--- config.mk ---
export PLATFORM = sky130hd
export DESIGN_NAME = hsem_ine_mc
export DESIGN_NICKNAME = d
export VERILOG_FILES = /design/src/rtl/hsem_ine_mc.sv
export SDC_FILE = /design/constraint.sdc
export NUM_CORES = 1
export LEC_CHECK = 0
export CAP_MARGIN = 20
export CORE_MARGIN = 2
export CORE_UTILIZATION = 49
export DETAILED_ROUTE_END_ITERATION = 10
export GPL_TIMING_DRIVEN = 0
export PLACE_DENSITY = 0.76
export SYNTH_ARGS = -nofsm -noshare
export SYNTH_HDL_FRONTEND = slang
export SYNTH_SLANG_ARGS = --single-unit
--- constraint.sdc ---
create_clock -name hclk -period 1.4 [get_ports hclk]
set_input_delay 0.21 -clock hclk [delete_from_list [all_inputs] [get_ports hclk]]
set_output_delay 0.21 -clock hclk [all_outputs]
set_load 0.1 [all_outputs]
--- src/rtl/hsem_ine_mc.sv ---
// hsem_ine_mc: per-core sticky error, error counter, software interrupt and pending/pulse interrupt controller for HSEM
module hsem_ine_mc #(
  parameter int NUM_CORES    = 2,
  parameter int DATA_WIDTH   = 32,
  parameter int SEMERR_WIDTH = 4,
  parameter int ERRCNT_WIDTH = 8,
  parameter int CORE_W       = NUM_CORES > 1 ? $clog2(NUM_CORES) : 1
) (
  input  logic                             hclk,
  input  logic                             hresetn,
  input  logic                             wr_en,
  input  logic                             rd_en,
  input  logic [CORE_W-1:0]                core_sel,
  input  logic [2:0]                       reg_sel,
  input  logic [DATA_WIDTH-1:0]            wdata,
  output logic [DATA_WIDTH-1:0]            rdata,
  output logic                             rdata_vld,
  input  logic [NUM_CORES*SEMERR_WIDTH-1:0] semerr,
  output logic [NUM_CORES-1:0]             intr,
  output logic [NUM_CORES-1:0]             intr_pend
);
  typedef enum logic [1:0] {IDLE, PULSE, HOLD} state_e;
  logic [DATA_WIDTH-1:0] rv [NUM_CORES];
  logic [DATA_WIDTH-1:0] rd_val, rdata_q, rdata_d;
  logic                  rdata_vld_q, rdata_vld_d;
  for (genvar c = 0; c < NUM_CORES; c++) begin : g_core
    logic                    sel, w_err, w_cnt, w_sw, w_en, w_ack, ev;
    logic [SEMERR_WIDTH-1:0] se, err_q, err_d;
    logic [ERRCNT_WIDTH-1:0] cnt_q, cnt_d;
    logic [DATA_WIDTH-1:0]   sw_q, sw_d;
    logic [2:0]              en_q, en_d;
    logic                    pend_q, pend_d;
    state_e                  state_q, state_d;
    assign se  = semerr[c*SEMERR_WIDTH +: SEMERR_WIDTH];
    assign sel = wr_en && core_sel == CORE_W'(c);
    always_comb begin
      w_err   = sel && reg_sel == 3'd0;
      w_cnt   = sel && reg_sel == 3'd1;
      w_sw    = sel && reg_sel == 3'd2;
      w_en    = sel && reg_sel == 3'd3;
      w_ack   = sel && reg_sel == 3'd4;
      ev      = (en_q[0] && |se) || (en_q[1] && w_sw && |wdata);
      err_d   = (err_q & ~(w_err ? wdata[SEMERR_WIDTH-1:0] : '0)) | se;
      cnt_d   = w_cnt ? ERRCNT_WIDTH'(|se) : (|se && !(&cnt_q)) ? cnt_q + 1'b1 : cnt_q;
      sw_d    = w_sw ? wdata : w_ack ? '0 : sw_q;
      en_d    = w_en ? wdata[2:0] : en_q;
      pend_d  = ev || (pend_q && !w_ack);
      // events arriving while HOLD are coalesced into the existing pending
      state_d = state_q == IDLE  ? (ev ? PULSE : IDLE) :
                state_q == PULSE ? ((w_ack && !ev) ? IDLE : HOLD) :
                                   (w_ack ? (ev ? PULSE : IDLE) : HOLD);
    end
    always_ff @(posedge hclk) begin
      if (!hresetn) begin
        err_q   <= '0;
        cnt_q   <= '0;
        sw_q    <= '0;
        en_q    <= 3'b011;
        pend_q  <= 1'b0;
        state_q <= IDLE;
      end else begin
        err_q   <= err_d;
        cnt_q   <= cnt_d;
        sw_q    <= sw_d;
        en_q    <= en_d;
        pend_q  <= pend_d;
        state_q <= state_d;
      end
    end
    assign intr[c]      = en_q[2] ? state_q == PULSE : pend_q;
    assign intr_pend[c] = pend_q;
    assign rv[c] = reg_sel == 3'd0 ? DATA_WIDTH'(err_q) :
                   reg_sel == 3'd1 ? DATA_WIDTH'(cnt_q) :
                   reg_sel == 3'd2 ? sw_q :
                   reg_sel == 3'd3 ? DATA_WIDTH'(en_q) : '0;
  end
  // out-of-range core indices match no core and read as zero
  always_comb begin
    rd_val = '0;
    for (int i = 0; i < NUM_CORES; i++)
      if (core_sel == CORE_W'(i)) rd_val = rv[i];
    rdata_d     = rd_en ? rd_val : rdata_q;
    rdata_vld_d = rd_en;
  end
  always_ff @(posedge hclk) begin
    if (!hresetn) begin
      rdata_q     <= '0;
      rdata_vld_q <= 1'b0;
    end else begin
      rdata_q     <= rdata_d;
      rdata_vld_q <= rdata_vld_d;
    end
  end
  assign rdata     = rdata_q;
  assign rdata_vld = rdata_vld_q;
endmodule

Yosys cells after proc, flatten, opt, wreduce, memory -nomap -nowiden
Index checks and enable logic that the tools add are counted.
Widths: inputs -> output; s select.
{ "totals": {"out_inout_bits": 37, "register_bits": 133, "elab_cells": 111, "inputBits": 48} }
{ "op_classes": {"n_addsub": 2, "eq_ne": 6, "bitwise_logic": 8, "n_mux": 31, "reduce_logical": 48} }
{ "op_table": {"columns": ["operator", "n"], "rows": [
  ["$mux 32", 11],
  ["$reduce_or 32->1", 1],
  ["$logic_and 1x1->1", 24],
  ["$add 8x1->8 const B", 2],
  ["$mux 2", 8],
  ["$reduce_and 8->1", 2],
  ["$and 4x4->4", 2],
  ["$mux 1", 8],
  ["$mux 4", 2],
  ["$not 4->4", 2],
  ["$or 4x4->4", 2],
  ["$reduce_bool 2->1", 4],
  ["$reduce_or 4->1", 2],
  ["$eq 3x2->1 const B", 2],
  ["$logic_not 1->1", 6],
  ["$mux 3", 2],
  ["$eq 2x1->1 const B", 2],
  ["$logic_not 2->1", 2],
  ["$logic_or 1x1->1", 4],
  ["$reduce_or 2->1", 2],
  ["$eq 3x1->1 const B", 1],
  ["$eq 3x3->1 const B", 1],
  ["$logic_not 3->1", 1],
  ["$not 1->1", 2]
]} }

Depth between registers and ports, before layout
{ "logic_depth": {"word_depth": 11, "depth_mapped": 7} }

Worst setup path after synthesis
Ideal clock, no wire load.
{ "synth_path": {"path_kind": "flip-flop to output port", "startpoint": "register g_core[1].en_q[2]", "endpoint": "output port intr[1]", "stages_incl_launch_ff": 3, "arrival_time_ps": 1882, "path_buffers": 0, "slack_ps": -692, "path_cell_list": "dfxtp_1 nand2_1 o22ai_1"} }
{ "synth_via": {"elab_chain_len": 1} }
{ "synth_rtl": {"columns": ["item", "line_no", "rtl"], "rows": [
  ["start: declaration", "31", "logic [2:0] en_q, en_d;"],
  ["start signal: assignment", "65", "en_q <= en_d;"],
  ["$mux 1", "70", "assign intr[c] = en_q[2] ? state_q == PULSE : pend_q;"],
  ["end: declaration", "19", "output logic [NUM_CORES-1:0] intr,"]
]} }
No other way between the ends.

Final worst setup path
{ "layout_path": {"startpoint": "register g_core[0].cnt_q[0]", "endpoint": "register g_core[0].cnt_q[5]"} }
{ "layout_via": {"elab_chain_len": 3, "word_cells_on_any_way": 4} }
{ "layout_rtl": {"columns": ["item", "line_no", "rtl"], "rows": [
  ["start: declaration", "29", "logic [ERRCNT_WIDTH-1:0] cnt_q, cnt_d;"],
  ["start signal: assignment", "63", "cnt_q <= cnt_d;"],
  ["branches (longest 3 deep; another with $add 8x1->8)", null, null]
]} }
Parallel ways; which one is timed is not known.
A chain may end at the register's enable or synchronous reset.

==> flow_summary_export.csv <==
group,metric,value,unit
timing,finalHoldViolCount,0,
run_status,failed_checks,"setup timing",
timing,timing.final.crit_share,102,%
synthesis,dominantRegCellSynth,"sky130_fd_sc_hd__dfxtp_1",
synthesis,synth_commonest_cells,"133 x sky130_fd_sc_hd__dfxtp_1, 80 x sky130_fd_sc_hd__nor2_1, 66 x sky130_fd_sc_hd__a22oi_1",
worst_setup_path,worst_reg2reg_path_endpoint,"g_core[0].cnt_q[5]",
job,timing.max_cap.violations,0,
clock_tree,cts_buffer_depth,2,
floorplan,die_width,113,µm
place,detailed_place_hpwl,11600,µm
timing,period_needed,1430,ps
route,first_iter_violations,569,
synthesis,ys_seq_area_share,45.5,%
worst_setup_path,worst_path_max_delay_cell,"sky130_fd_sc_hd__or4_4",
place,postPlaceCellArea,6870,µm²
cells_and_area,diodes,0,
place,io_port_bufs,81,
synthesis,mappedNetlistNets,685,
run_status,status,"finished, violations left",
worst_setup_path,regToRegSetupSlack,-30,ps
place,preCtsSetupSlack,-796,ps
clock_tree,clock_tree_from_tritoncts,"yes",
timing,timing.clock.skew,6.04,ps
power_and_ir_drop,power_density,1280,nW/µm²
route,antenna_violating_nets_post_route,0,
synthesis,netlist_instances,635,
global_routing,globalRouteOverflowTotal,0,
global_routing,first_global_vias,5312,
worst_setup_path,timing.critical_path.from,"g_core[0].cnt_q[0]",
synthesis,post-synth-top-area-cell,"sky130_fd_sc_hd__dfxtp_1",
timing,report.final.setup_viol,3,
power_and_ir_drop,cellLeakagePower,3.03,nW
timing,setup_repair_after_global_routing_missed_its_margin,"yes",
floorplan,die_area,12800,µm²
floorplan,core_region_area,11500,µm²
timing,worst_relative_slew_slack,58.5,%
global_routing,grt_antenna_before_repair,0,
cells_and_area,areaGrowthSynthToFinish,34.0,%
global_routing,grt_use_total,26.7,%
synthesis,synth_warnings,0,
route,sum_of_routed_wire_segments_on_met1,7500,µm
synthesis,yosys.cell_types.count,56,
synthesis,synth_enable_flop_cells,0,
route,post-route-drc-count,0,
worst_setup_path,crit_path_max_fanout,7,
worst_setup_path,required,1750,ps
worst_setup_path,startpoint_type,"register",
route,routed_wl,17500,µm
route,route.detailed.wl_per_inst,19.5,µm
timing,finalMaxSlewViolations,0,
cells_and_area,finish.utilization,68.1,%
clock_tree,clock_network_latency_to_the_later_pin_of_the_worst_skew_pair,420,ps
cells_and_area,stdcell_area,7840,µm²
worst_setup_path,cp_slowest_stage_delay,440,ps
synthesis,synthesized_area_per_cell,9.22,µm²
timing,setup_ws,-30.4,ps
synthesis,synth_area,5850,µm²
timing,worstMarginPinSlew,622,ps
clock_tree,cts.reportedPaths.clkPinSlew,60,ps
route,drt_pass1_iterations,7,
synthesis,synth_top_area_share,45.5,%
synthesis,synth_async_sr_flop_share,0,%
floorplan,initial_utilization,50.8,%
route,routed-wl-met3,1320,µm
global_routing,wire_length_of_the_first_global_routing_pass,27000,µm
worst_setup_path,ff2ff_path_depth,5,
floorplan,rows,39,
global_routing,grt_start_max_net_pins,17,
synthesis,synth.area.top_cells,"sky130_fd_sc_hd__dfxtp_1 45%, sky130_fd_sc_hd__a22oi_1 8.5%, sky130_fd_sc_hd__mux2_2 5.6%",
clock_tree,htree_levels,4,
power_and_ir_drop,max-vdd-ir-drop,670,µV
worst_hold_path,hold_path_class,"in2reg",
worst_setup_path,timing.critical_path.to,"g_core[0].cnt_q[5]",
clock_tree,cts_inserted_buffers,17,
floorplan,pin_count,85,
worst_setup_path,timing.setup.critical_path_class,"reg2reg",
timing,final.setup.tns,-58.4,ps
place,gpl.final_weighted_congestion,0.934,
route,routed_via_density,6.21,
route,top_signal_layer_used,"met4",
floorplan,die-height,113,µm
cells_and_area,layout.filler_cells,899,
worst_setup_path,worst_ep_arrival_time,1780,ps
worst_setup_path,r2r-start,"g_core[0].cnt_q[0]",
timing,fmaxAchievable,699,MHz
synthesis,postSynthRegisterBits,133,
cells_and_area,layout.nets,793,
cells_and_area,share_of_post_route_cells_with_drive_strength_above_1,26.3,%
clock_tree,cts.root.buffer_cell,"sky130_fd_sc_hd__clkbuf_16",
synthesis,dominant_cell_by_count_in_the_synthesized_netlist,"sky130_fd_sc_hd__dfxtp_1",
worst_setup_path,cp-end-kind,"register",
route,total_met2_wirelength_after_detailed_routing,8220,µm
clock_tree,cts_sinks,133,
worst_setup_path,timing.critical_path.cells,"ha_4 > nand4_1 > o21ai_4 > or4_4 > a21oi_2",
route,via_count,5573,
## what timing repair did
action,4_1_cts,5_1_grt
gates resized for setup,267,70
setup endpoints to repair,160,58
buffers inserted,7,2
pin swaps,14,20
hold buffers,0,0
## registers in the layout, indices dropped and copies added, names as in the netlist
| register | cells |
|---|---|
| g_core.cnt_q | 16 |
| g_core.en_q | 6 |
| g_core.err_q | 8 |
| g_core.pend_q | 2 |
| g_core.state_q | 4 |
| g_core.sw_q | 64 |
| rdata | 32 |
| rdata_vld | 1 |
## area by class of cell
class | count | area, µm² | share of cell area [%]
Buffer | 53 | 349 | 4.45
Clock buffer | 18 | 439 | 5.60
Clock inverter | 12 | 228 | 2.90
Inverter | 6 | 22.5 | 0.287
Multi-Input combinational cell | 442 | 3110 | 39.6
Sequential cell | 133 | 2690 | 34.3
Tap cell | 143 | 179 | 2.28
Timing Repair Buffer | 90 | 826 | 10.5
## worst min path at each step
stage | startpoint | cells past startpoint | to | slack [ps]
floorplan | semerr[0] | 1 | g_core[0].err_q[0] | 330
detailed placement | rdata[0] | 2 | rdata[0] | 450
global placement | rdata[1] | 2 | rdata[1] | 450
CTS | semerr[1] | 2 | g_core[0].err_q[1] | 160
finish | semerr[7] | 2 | g_core[1].err_q[3] | 90
global route | semerr[7] | 2 | g_core[1].err_q[3] | 100
## metal layers
| metal | up-vias | track usage (%) |
|---|---|---|
| li1 | 2548 | - |
| met1 | 2712 | 35.4 |
| met2 | 268 | 42.4 |
| met3 | 45 | 5.30 |
| met4 | 0 | 11.5 |
| met5 | - | 0 |
## where the power goes
| group | internal, W | switching [W] |
|---|---|---|
| Clock | 0.00338 | 0.00172 |
| Combinational | 0.000406 | 0.000614 |
| Sequential | 0.00388 | 0.0000771 |
## per-stage QoR
stage                     instances  total power, W  hold WS (ps)
after floorplan                 635         0.00459           334
after global placement          859         0.00493           448
after detailed placement        859         0.00495           452
after CTS                       896          0.0100           164
after global routing            897          0.0103          95.7
final                           897          0.0101          85.3
## critical path: cells and delay by family (launching register included)
family                     cells  cell delay, ps
and+or+nand+nor                2             600
DFF                            1             330
AOI/OAI and AO/OA              2             260
adders and majority gates      1             160
## layout by cell type (no fill, tap or decap), types with 11 or more instances in the layout
cell	instances
sky130_fd_sc_hd__o21ai_0	13
sky130_fd_sc_hd__a22oi_1	64
sky130_fd_sc_hd__clkbuf_4	24
sky130_fd_sc_hd__clkbuf_1	18
sky130_fd_sc_hd__nor2_1	80
sky130_fd_sc_hd__dfxtp_1	118
sky130_fd_sc_hd__clkbuf_16	17
sky130_fd_sc_hd__buf_4	31
sky130_fd_sc_hd__mux2_2	29
sky130_fd_sc_hd__nand2b_1	25
sky130_fd_sc_hd__nand2_1	15
sky130_fd_sc_hd__buf_6	11
sky130_fd_sc_hd__a21oi_1	34
sky130_fd_sc_hd__clkdlybuf4s50_1	21
sky130_fd_sc_hd__dfxtp_2	11
sky130_fd_sc_hd__dlymetal6s2s_1	12
sky130_fd_sc_hd__nand3_1	27
## cell families (layout without fill, tap and decap cells)
logic type / Yosys count / in the layout / share of synthesized area, %
fa+ha+maj: 2 / 2 / 0.427
mux: 39 / 39 / 7.29
compound gates: 184 / 184 / 22.1
xor+xnor: 7 / 7 / 1.05
buf+inv: 60 / 179 / 5.30
simple gates: 210 / 210 / 18.3
flops: 133 / 133 / 45.5
Note: power is estimated with default switching activity, not from simulation.
